<file path="src/rtl/mem_write_responder.sv">
// Memory-side line-write responder: captures one client line per mem_req/mem_ack
// handshake and drains it into a narrower SRAM write port, tracking burst length.
module mem_write_responder #(
    parameter int WORD_WIDTH        = 8,
    parameter int NUM_WORDS_IN_LINE = 32,
    parameter int ADDR_WIDTH        = 19,
    parameter int SRAM_WORDS        = 8
) (
    input  logic                                  clk,
    input  logic                                  rst,
    input  logic                                  mem_req,
    input  logic [ADDR_WIDTH-1:0]                 mem_start_addr,
    input  logic [ADDR_WIDTH-1:0]                 mem_size_bytes,
    input  logic [NUM_WORDS_IN_LINE*WORD_WIDTH-1:0] mem_data,
    input  logic                                  last,
    input  logic [$clog2(NUM_WORDS_IN_LINE)-1:0]  mem_last_valid,
    output logic                                  mem_ack,
    output logic                                  sram_we,
    output logic [ADDR_WIDTH-1:0]                 sram_addr,
    output logic [SRAM_WORDS*WORD_WIDTH-1:0]      sram_wdata,
    output logic [SRAM_WORDS-1:0]                 sram_be,
    input  logic                                  sram_ready,
    output logic                                  burst_done,
    output logic                                  size_err
);

    localparam int LVW    = $clog2(NUM_WORDS_IN_LINE);
    localparam int VW     = LVW + 1;
    localparam int NBEATS = NUM_WORDS_IN_LINE / SRAM_WORDS;
    localparam int BW     = (NBEATS > 1) ? $clog2(NBEATS) : 1;
    localparam int LW     = NUM_WORDS_IN_LINE * WORD_WIDTH;
    localparam int SW     = SRAM_WORDS * WORD_WIDTH;
    localparam int SSH    = $clog2(SRAM_WORDS);

    typedef enum logic [1:0] {
        IDLE  = 2'd0,
        WRITE = 2'd1,
        ACK   = 2'd2
    } state_t;

    state_t                state_r, state_n;
    logic                  burst_active_r, burst_active_n;
    logic [ADDR_WIDTH-1:0] base_r, base_n;
    logic [ADDR_WIDTH-1:0] size_r, size_n;
    logic [ADDR_WIDTH-1:0] offset_r, offset_n;
    logic [ADDR_WIDTH-1:0] line_idx_r, line_idx_n;
    logic [BW-1:0]         beat_r, beat_n;
    logic [LW-1:0]         line_buf_r, line_buf_n;
    logic                  buf_last_r, buf_last_n;
    logic [VW-1:0]         valid_r, valid_n;
    logic                  size_err_r, size_err_n;

    logic [VW-1:0]         raw_valid_s;
    logic [ADDR_WIDTH-1:0] cur_size_s;
    logic [ADDR_WIDTH-1:0] cur_offset_s;
    logic [ADDR_WIDTH-1:0] remaining_s;
    logic                  clipped_s;
    logic [VW-1:0]         cap_valid_s;
    logic                  last_beat_s;
    logic [ADDR_WIDTH-1:0] end_offset_s;

    // A first line is measured against the incoming size; continuation lines against the latched one.
    assign raw_valid_s  = last ? (VW'(mem_last_valid) + VW'(1'b1)) : VW'(NUM_WORDS_IN_LINE);
    assign cur_size_s   = burst_active_r ? size_r : mem_size_bytes;
    assign cur_offset_s = burst_active_r ? offset_r : {ADDR_WIDTH{1'b0}};
    assign remaining_s  = cur_size_s - cur_offset_s;
    assign clipped_s    = ADDR_WIDTH'(raw_valid_s) > remaining_s;
    assign cap_valid_s  = clipped_s ? VW'(remaining_s) : raw_valid_s;
    assign last_beat_s  = ((int'(beat_r) + 1) * SRAM_WORDS) >= int'(valid_r);
    assign end_offset_s = offset_r + ADDR_WIDTH'(valid_r);

    // Next-state and next-datapath computation for the IDLE/WRITE/ACK controller.
    always_comb begin
        state_n        = state_r;
        burst_active_n = burst_active_r;
        base_n         = base_r;
        size_n         = size_r;
        offset_n       = offset_r;
        line_idx_n     = line_idx_r;
        beat_n         = beat_r;
        line_buf_n     = line_buf_r;
        buf_last_n     = buf_last_r;
        valid_n        = valid_r;
        size_err_n     = size_err_r;
        case (state_r)
            IDLE: begin
                if (mem_req) begin
                    line_buf_n     = mem_data;
                    buf_last_n     = last;
                    valid_n        = cap_valid_s;
                    beat_n         = {BW{1'b0}};
                    burst_active_n = 1'b1;
                    if (!burst_active_r) begin
                        base_n     = mem_start_addr;
                        size_n     = mem_size_bytes;
                        offset_n   = {ADDR_WIDTH{1'b0}};
                        line_idx_n = {ADDR_WIDTH{1'b0}};
                        size_err_n = clipped_s;
                    end else begin
                        size_err_n = size_err_r | clipped_s;
                    end
                    if (cap_valid_s == {VW{1'b0}}) begin
                        state_n = ACK;
                    end else begin
                        state_n = WRITE;
                    end
                end else begin
                    state_n = IDLE;
                end
            end
            WRITE: begin
                if (sram_ready) begin
                    if (last_beat_s) begin
                        state_n = ACK;
                    end else begin
                        beat_n = beat_r + BW'(1'b1);
                    end
                end else begin
                    state_n = WRITE;
                end
            end
            ACK: begin
                offset_n   = end_offset_s;
                line_idx_n = line_idx_r + ADDR_WIDTH'(1'b1);
                state_n    = IDLE;
                if (buf_last_r) begin
                    burst_active_n = 1'b0;
                    size_err_n     = size_err_r | (end_offset_s != size_r);
                end else begin
                    burst_active_n = burst_active_r;
                end
            end
            default: begin
                state_n = IDLE;
            end
        endcase
    end

    // State and datapath registers; reset discards any buffered line and aborts the burst.
    always_ff @(posedge clk) begin
        if (rst) begin
            state_r        <= IDLE;
            burst_active_r <= 1'b0;
            base_r         <= {ADDR_WIDTH{1'b0}};
            size_r         <= {ADDR_WIDTH{1'b0}};
            offset_r       <= {ADDR_WIDTH{1'b0}};
            line_idx_r     <= {ADDR_WIDTH{1'b0}};
            beat_r         <= {BW{1'b0}};
            line_buf_r     <= {LW{1'b0}};
            buf_last_r     <= 1'b0;
            valid_r        <= {VW{1'b0}};
            size_err_r     <= 1'b0;
        end else begin
            state_r        <= state_n;
            burst_active_r <= burst_active_n;
            base_r         <= base_n;
            size_r         <= size_n;
            offset_r       <= offset_n;
            line_idx_r     <= line_idx_n;
            beat_r         <= beat_n;
            line_buf_r     <= line_buf_n;
            buf_last_r     <= buf_last_n;
            valid_r        <= valid_n;
            size_err_r     <= size_err_n;
        end
    end

    // Output decode purely from registered state, so beats hold steady under backpressure.
    always_comb begin
        mem_ack    = 1'b0;
        burst_done = 1'b0;
        sram_we    = 1'b0;
        sram_addr  = {ADDR_WIDTH{1'b0}};
        sram_wdata = {SW{1'b0}};
        sram_be    = {SRAM_WORDS{1'b0}};
        size_err   = size_err_r;
        if (state_r == WRITE) begin
            sram_we    = 1'b1;
            sram_addr  = base_r + (line_idx_r << LVW) + (ADDR_WIDTH'(beat_r) << SSH);
            sram_wdata = line_buf_r[int'(beat_r)*SW +: SW];
            for (int i = 0; i < SRAM_WORDS; i++) begin
                sram_be[i] = (int'(beat_r) * SRAM_WORDS + i) < int'(valid_r);
            end
        end else begin
            mem_ack    = (state_r == ACK);
            burst_done = (state_r == ACK) && buf_last_r;
        end
    end

endmodule
</file>
<file path="config.mk">
export PLATFORM = sky130hd
export DESIGN_NAME = mem_write_responder
export DESIGN_NICKNAME = d
export VERILOG_FILES = /design/src/rtl/mem_write_responder.sv
export SDC_FILE = /design/constraint.sdc
export NUM_CORES = 1
export LEC_CHECK = 0
export CAP_MARGIN = 30
export CORE_MARGIN = 4
export CORE_UTILIZATION = 46
export DETAILED_ROUTE_END_ITERATION = 12
export PLACE_DENSITY = 0.85
export SLEW_MARGIN = 10
export SYNTH_ARGS = -nofsm -noshare
export SYNTH_HDL_FRONTEND = slang
export SYNTH_SLANG_ARGS = --single-unit
</file>
<file path="constraint.sdc">
create_clock -name clk -period 4.2 [get_ports clk]
set_input_delay 1.05 -clock clk [delete_from_list [all_inputs] [get_ports clk]]
set_output_delay 1.05 -clock clk [all_outputs]
set_load 0.01 [all_outputs]
</file>
After elaboration in Yosys (flattened, before gate mapping)
Cells that the tools add are included.

Flip-flop bits (word level): 345. Input bits: 304. Output and inout port bits: 95. Logic and storage cells: 91.

Add/subtract/negate cells: 15. Magnitude comparators: 10. Eq/ne operators: 9. Shift-type cells: 1. Multiplexer cells: 31. Bitwise operators: 3. Reduce and logical (&&, ||, !) cells: 11.

Operators with widths (count): 256-bit by 9-bit variable part select with 64-bit output (1); 19-bit 2-to-1 mux (6); 19-bit case mux with 2 select lines (2); 64-bit 2-to-1 mux (1); 6-bit less-than comparator (7); 5-bit by 3-bit adder with 6-bit output (second input constant) (4); 19-bit by 1-bit adder with 19-bit output (second input constant) (1); 19-bit adder (1); 19-bit by 5-bit adder with 19-bit output (1); 19-bit by 6-bit adder with 19-bit output (1); 6-bit by 19-bit greater-than comparator with 1-bit output (1); 19-bit inequality test (1); 19-bit subtractor (1); 2-bit 2-to-1 mux (7); 5-bit by 1-bit adder with 6-bit output (second input constant) (2); 5-bit by 2-bit adder with 6-bit output (second input constant) (2); 6-bit 2-to-1 mux (2); 2-bit inequality test (second input constant) (5); 3-bit AND reduction (3); 1-bit 2-to-1 mux (8); 8-bit 2-to-1 mux (1); 2-bit case mux with 2 select lines (2); 6-bit >= comparator (1); 6-bit logical NOT (1); other kinds (14) (18).

Depth between registers and ports, before layout
Gate-level depths: netlist of run 1.

Word-level depth: 8. Depth in mapped cells: 22. Gate-level depth less buffers: 19.

Worst setup path before layout of run 1
OpenSTA, ideal clock, no wires.

Path kind: register to register. From: reg burst_active_r. To: reg valid_r[0]. Library setup time: 79 ps. Arrival time: 4496 ps. Data required time: 4121 ps. Path slack: -375 ps. Cell stages (with the launch flop): 23. Buffers on the path: 3. Clock period less this slack: 4575 ps. Cells stage by stage: dfxtp_1 buf_6 clkbuf_1 clkbuf_1 mux2i_1 inv_1 ha_1 nor2b_1 o2111ai_1 nand2_1 nor2_1 xor2_1 ha_1 nand2_1 nor2_1 a311oi_1 nand4_1 nor2_1 o2111ai_1 nor3_2 nand4_4 mux2_4 a211oi_2.

Longest elaborated chain between the ends: 4. Elaborated cells between the ends (all ways): 5. Those cells by class: add/sub (1); order compare (1); mux (3).

Ends and longest elaborated chain: from (decl) (RTL line 42) `logic burst_active_r, burst_active_n;`; from (signal assigned) (RTL line 155) `burst_active_r <= burst_active_n;`; 19-bit 2-to-1 mux; via cur_size_s[1] (RTL line 54) `logic [ADDR_WIDTH-1:0] cur_size_s;`; 19-bit subtractor (RTL line 66) `assign remaining_s = cur_size_s - cur_offset_s;`; 6-bit by 19-bit greater-than comparator with 1-bit output (RTL line 67) `assign clipped_s = ADDR_WIDTH'(raw_valid_s) > remaining_s;`; 6-bit 2-to-1 mux (RTL line 68) `assign cap_valid_s = clipped_s ? VW'(remaining_s) : raw_valid_s;`; to (signal assigned) (RTL line 151) `valid_r <= {VW{1'b0}};`; to (signal assigned) (RTL line 163) `valid_r <= valid_n;`; to (decl) (RTL line 50) `logic [VW-1:0] valid_r, valid_n;`.

The timed path passes the listed nets, and every way through them passes these cells. A chain may end at the register's enable or synchronous reset.

Worst setup path in the final report of run 1
From: reg beat_r[0]. To: out sram_addr[17].

Longest elaborated chain between the ends: 2.

Ends and longest elaborated chain: from (decl) (RTL line 47) `logic [BW-1:0] beat_r, beat_n;`; from (signal assigned) (RTL line 148) `beat_r <= {BW{1'b0}};`; from (signal assigned) (RTL line 160) `beat_r <= beat_n;`; 19-bit by 5-bit adder with 19-bit output (RTL line 179) `sram_addr = base_r + (line_idx_r << LVW) + (ADDR_WIDTH'(beat_r) << SSH);`; 19-bit 2-to-1 mux (RTL line 177) `if (state_r == WRITE) begin`; to (decl) (RTL line 19) `output logic [ADDR_WIDTH-1:0] sram_addr,`.

Every way passes these cells.

==> flow_metrics.py, run 1 <==
metrics = {
    "global_route": {
        "grt_use_total_pct": 27.7,
        "gr-total-overflow": 0,
        "antenna_found_initial": 12,
        "grt_pass1_wl_um": 92300,
        "grt_max_degree": 180,
        "grt_pass1_vias": 17400,
    },
    "status": {
        "status": "finished, violations left",
        "violations": "negative setup slack",
    },
    "place": {
        "port_buffers": 398,
        "placed_cell_area_mm2": 0.0222,
        "routabilityCongestion": 0.937,
        "dpl.hpwl_um": 41500,
        "placed_cells_incl_taps": 2984,
    },
    "clock_network": {
        "cts_buffers": 38,
        "htree_num_levels": 2,
        "cts_root_buf": "clkbuf_16",
        "clkSlewWorstSetupHoldPaths_ns": 0.06,
        "clock_latency_ns": 0.57,
        "cts_tree": "yes",
        "cts_buffer_depth": 3,
        "cts_num_sinks": 340,
    },
    "floorplanning": {
        "io_pins": 399,
        "die_area_mm2": 0.0409,
        "coreArea_mm2": 0.0370,
        "start_util_pct": 47.0,
        "die_x_um": 202,
        "row_count": 70,
        "die_y_um": 202,
    },
    "critical_path": {
        "cp.required_ns": 3.15,
        "cp-end-kind": "output port",
        "arrival_ns": 3.26,
        "worst-setup-path-type": "register to output port",
        "cp_max_fo": 2,
        "cp-start-kind": "register",
    },
    "sta": {
        "slew_violations": 0,
        "finalCriticalPeriod_ns": 4.31,
        "worst_slew_pin_slew_ns": 0.862,
        "fin_crit_sh_pct": 103,
        "fin_hold_ws_ns": 0.451,
        "worst_slack_ns": -0.109,
        "finalHoldViolCount": 0,
        "max_freq_mhz": 232,
        "tns_ns": -0.121,
        "skew_ns": 0.0189,
        "setup_viol": 2,
        "rsz0062_at_grt": "true",
        "slew-limit-headroom_pct": 42.6,
    },
    "detailed_routing": {
        "dr.pass1.iters": 6,
        "vias": 17600,
        "vias_per_cell": 5.69,
        "drt_iter0_markers": 1630,
        "drcViolationCount": 0,
        "wl_per_cell_um": 19.6,
        "wirelength_um": 60700,
        "antenna_left": 0,
    },
    "final_layout": {
        "final_nets": 2914,
        "postLayoutCoreUtil_pct": 65.2,
        "fin_cells": 3101,
        "stdcell_area_mm2": 0.0241,
        "area_growth_pct": 38.8,
        "nFillCells": 2915,
        "drive_gt1_share_pct": 12.9,
    },
    "synthesis": {
        "syn_inst": 2148,
        "synthArstFlopShare_pct": 0,
        "synthSimpleGateAreaFrac_pct": 23.0,
        "synthXorXnorAreaFrac_pct": 3.32,
        "ys_seq_elements": 340,
        "avgSynthCellArea_um2": 8.09,
        "synth_compound_area_share_pct": 16.3,
        "synth_warnings": 0,
        "ys_seq_area_share_pct": 39.2,
        "synth_flop_cell": "dfxtp_1",
        "synth-edff-count": 0,
        "synth_top_family_by_area": "simple AND/OR/NAND/NOR gates",
        "ys_types": 78,
        "synthAdderAreaFrac_pct": 4.16,
        "synth_nets": 2508,
        "synth_mux_area_share_pct": 10.0,
        "syn-cell-area_mm2": 0.0174,
    },
    "flow_run": {
        "max-cap-violations": 0,
    },
    "power_and_ir_drop": {
        "ir_drop_v": 0.000341,
        "p_leak_nw": 9.24,
        "power_per_cell_area_mw_per_mm2": 392,
    },
    "hold_path": {
        "hp-class": "register to register",
    },
}
[worst max-delay path, stage by stage, from the launching register on]
cell and delay [ns]:
dfxtp_4 0.36, ha_4 0.17, fa_2 0.36, a21o_1 0.18, a21oi_2 0.16, o21bai_2 0.11, a211oi_2 0.25, o311ai_2 0.15
a21o_1 0.21, a21oi_2 0.16, buf_4 0.14, o21ai_2 0.06, xnor2_1 0.19, nor2_1 0.05, buf_2 0.14
[repair_timing]
item / CTS / global route
hold buffers: 0 / 0
endpoints found under the setup margin: 48 / 22
gates resized for setup: 55 / 33
pin swaps: 23 / 22
setup buffers: 27 / 6
gates cloned: 0 / 0
[power by group]
| group | switching (mW) | total [mW] | internal (mW) |
|---|---|---|---|
| combinational | 1.18 | 2.26 | 1.08 |
| clock | 1.40 | 3.52 | 2.12 |
| sequential | 0.170 | 3.65 | 3.48 |
| total | 2.76 | 9.44 | 6.68 |
[placed cells by master, fill, tap and decap left out, drive strengths merged, types with 13 or more instances in the layout]
cell	n
nor3	19
nand2	644
mux4	64
a21o	15
and2	79
dfxtp	340
clkbuf	55
xor2	33
xnor2	32
a211oi	15
nand3	22
a21oi	347
nand4	13
clkdlybuf4s50	383
mux2	18
diode	15
nor2	88
buf	125
ha	53
inv	27
o21ai	39
[through the flow]
| stage | total power [mW] | setup WS, ns |
|---|---|---|
| 2_1_floorplan | 4.92 | -0.0182 |
| 3_3_place_gp | 5.75 | -0.696 |
| 3_5_place_dp | 5.83 | -0.791 |
| 4_1_cts | 9.39 | -0.0302 |
| 5_1_grt | 9.82 | -0.230 |
| 6_report | 9.44 | -0.109 |
[worst paths after layout]
path | to | depth (start not counted) | startpoint | slack (ns)
hold reg to reg | line_buf_r[175] | 2 | line_buf_r[175] | 0.45
setup / recovery | sram_addr[17] | 14 | beat_r[0] | -0.11
setup reg to reg | valid_r[1] | 19 | burst_active_r | 0.20
hold / removal | line_buf_r[175] | 2 | line_buf_r[175] | 0.45
[sequential cells by signal, summed over array words and instances, names as in the netlist]
name	count
base_r	19
state_r	2
beat_r	2
burst_active_r	1
line_idx_r	14
size_err	1
valid_r	6
buf_last_r	1
line_buf_r	256
offset_r	19
size_r	19
[Yosys cell counts (3+ instances only)]
| cell | count | area [um^2] |
|---|---|---|
| nand2_1 | 644 | 2420 |
| a21oi_1 | 346 | 1730 |
| dfxtp_1 | 340 | 6810 |
| clkbuf_1 | 135 | 507 |
| nor2_1 | 88 | 330 |
| and2_1 | 79 | 494 |
| mux4_2 | 64 | 1440 |
| ha_1 | 53 | 663 |
| o21ai_0 | 37 | 185 |
| xor2_1 | 33 | 289 |
| xnor2_1 | 31 | 272 |
| inv_1 | 26 | 97.6 |
| nand3_1 | 22 | 110 |
| nor3_1 | 18 | 90.1 |
| a21o_1 | 15 | 113 |
| mux2_2 | 15 | 169 |
| buf_1 | 13 | 48.8 |
| a211oi_1 | 12 | 90.1 |
| nand4_1 | 12 | 75.1 |
| o21a_1 | 11 | 82.6 |
| a22oi_1 | 10 | 75.1 |
| or3_1 | 10 | 62.6 |
| mux2i_1 | 9 | 90.1 |
| nor2b_1 | 8 | 50.1 |
| nor3b_1 | 7 | 52.6 |
| nor4b_1 | 7 | 61.3 |
| a31oi_1 | 6 | 37.5 |
| nand2b_1 | 6 | 37.5 |
| nor4_1 | 6 | 37.5 |
| o2111ai_1 | 6 | 52.6 |
| and3_1 | 5 | 31.3 |
| o21bai_1 | 5 | 37.5 |
| a2111oi_0 | 4 | 35.0 |
| a211oi_2 | 3 | 37.5 |
| fa_1 | 3 | 60.1 |
| mux2_4 | 3 | 45.0 |
| o31a_1 | 3 | 26.3 |
| o31ai_1 | 3 | 22.5 |
| or2_2 | 3 | 18.8 |
[cell families (layout without fill, tap and decap cells)]
kind of cell,count (synthesis),count (layout)
fa+ha+maj,56,56
flops,340,340
buf+inv,181,615
xor+xnor,65,65
mux,91,91
simple gates,927,927
compound gates,488,488
other cells,0,15
[per-layer routing]
layer | vias up | GRT usage (%) | part of all wire, %
met5 | - | 0 | 0
met4 | 0 | 14.8 | 5.4
met3 | 211 | 6.95 | 9.0
met2 | 917 | 45.9 | 48
met1 | 8322 | 33.2 | 38
li1 | 8181 | - | -
[layout make-up]
cell class                 instances  area [um^2]  share of cell area (%)
antenna                           15         37.5                   0.156
inverter                          28          105                   0.436
clock inverter                    14          206                   0.856
tap                              504          631                    2.62
sequential                       340         6820                    28.3
timing repair buffer             519         5000                    20.7
clock buffer                      54         1120                    4.66
multi-input combinational       1627        10200                    42.2
Note: power is estimated with default switching activity, not from simulation.
==> run 2: changes to the inputs <==
Settings changed: SLEW_MARGIN 10 to 20.
==> results of run 2 <==
Final layout, timing and power as in run 1 (identical DEF).
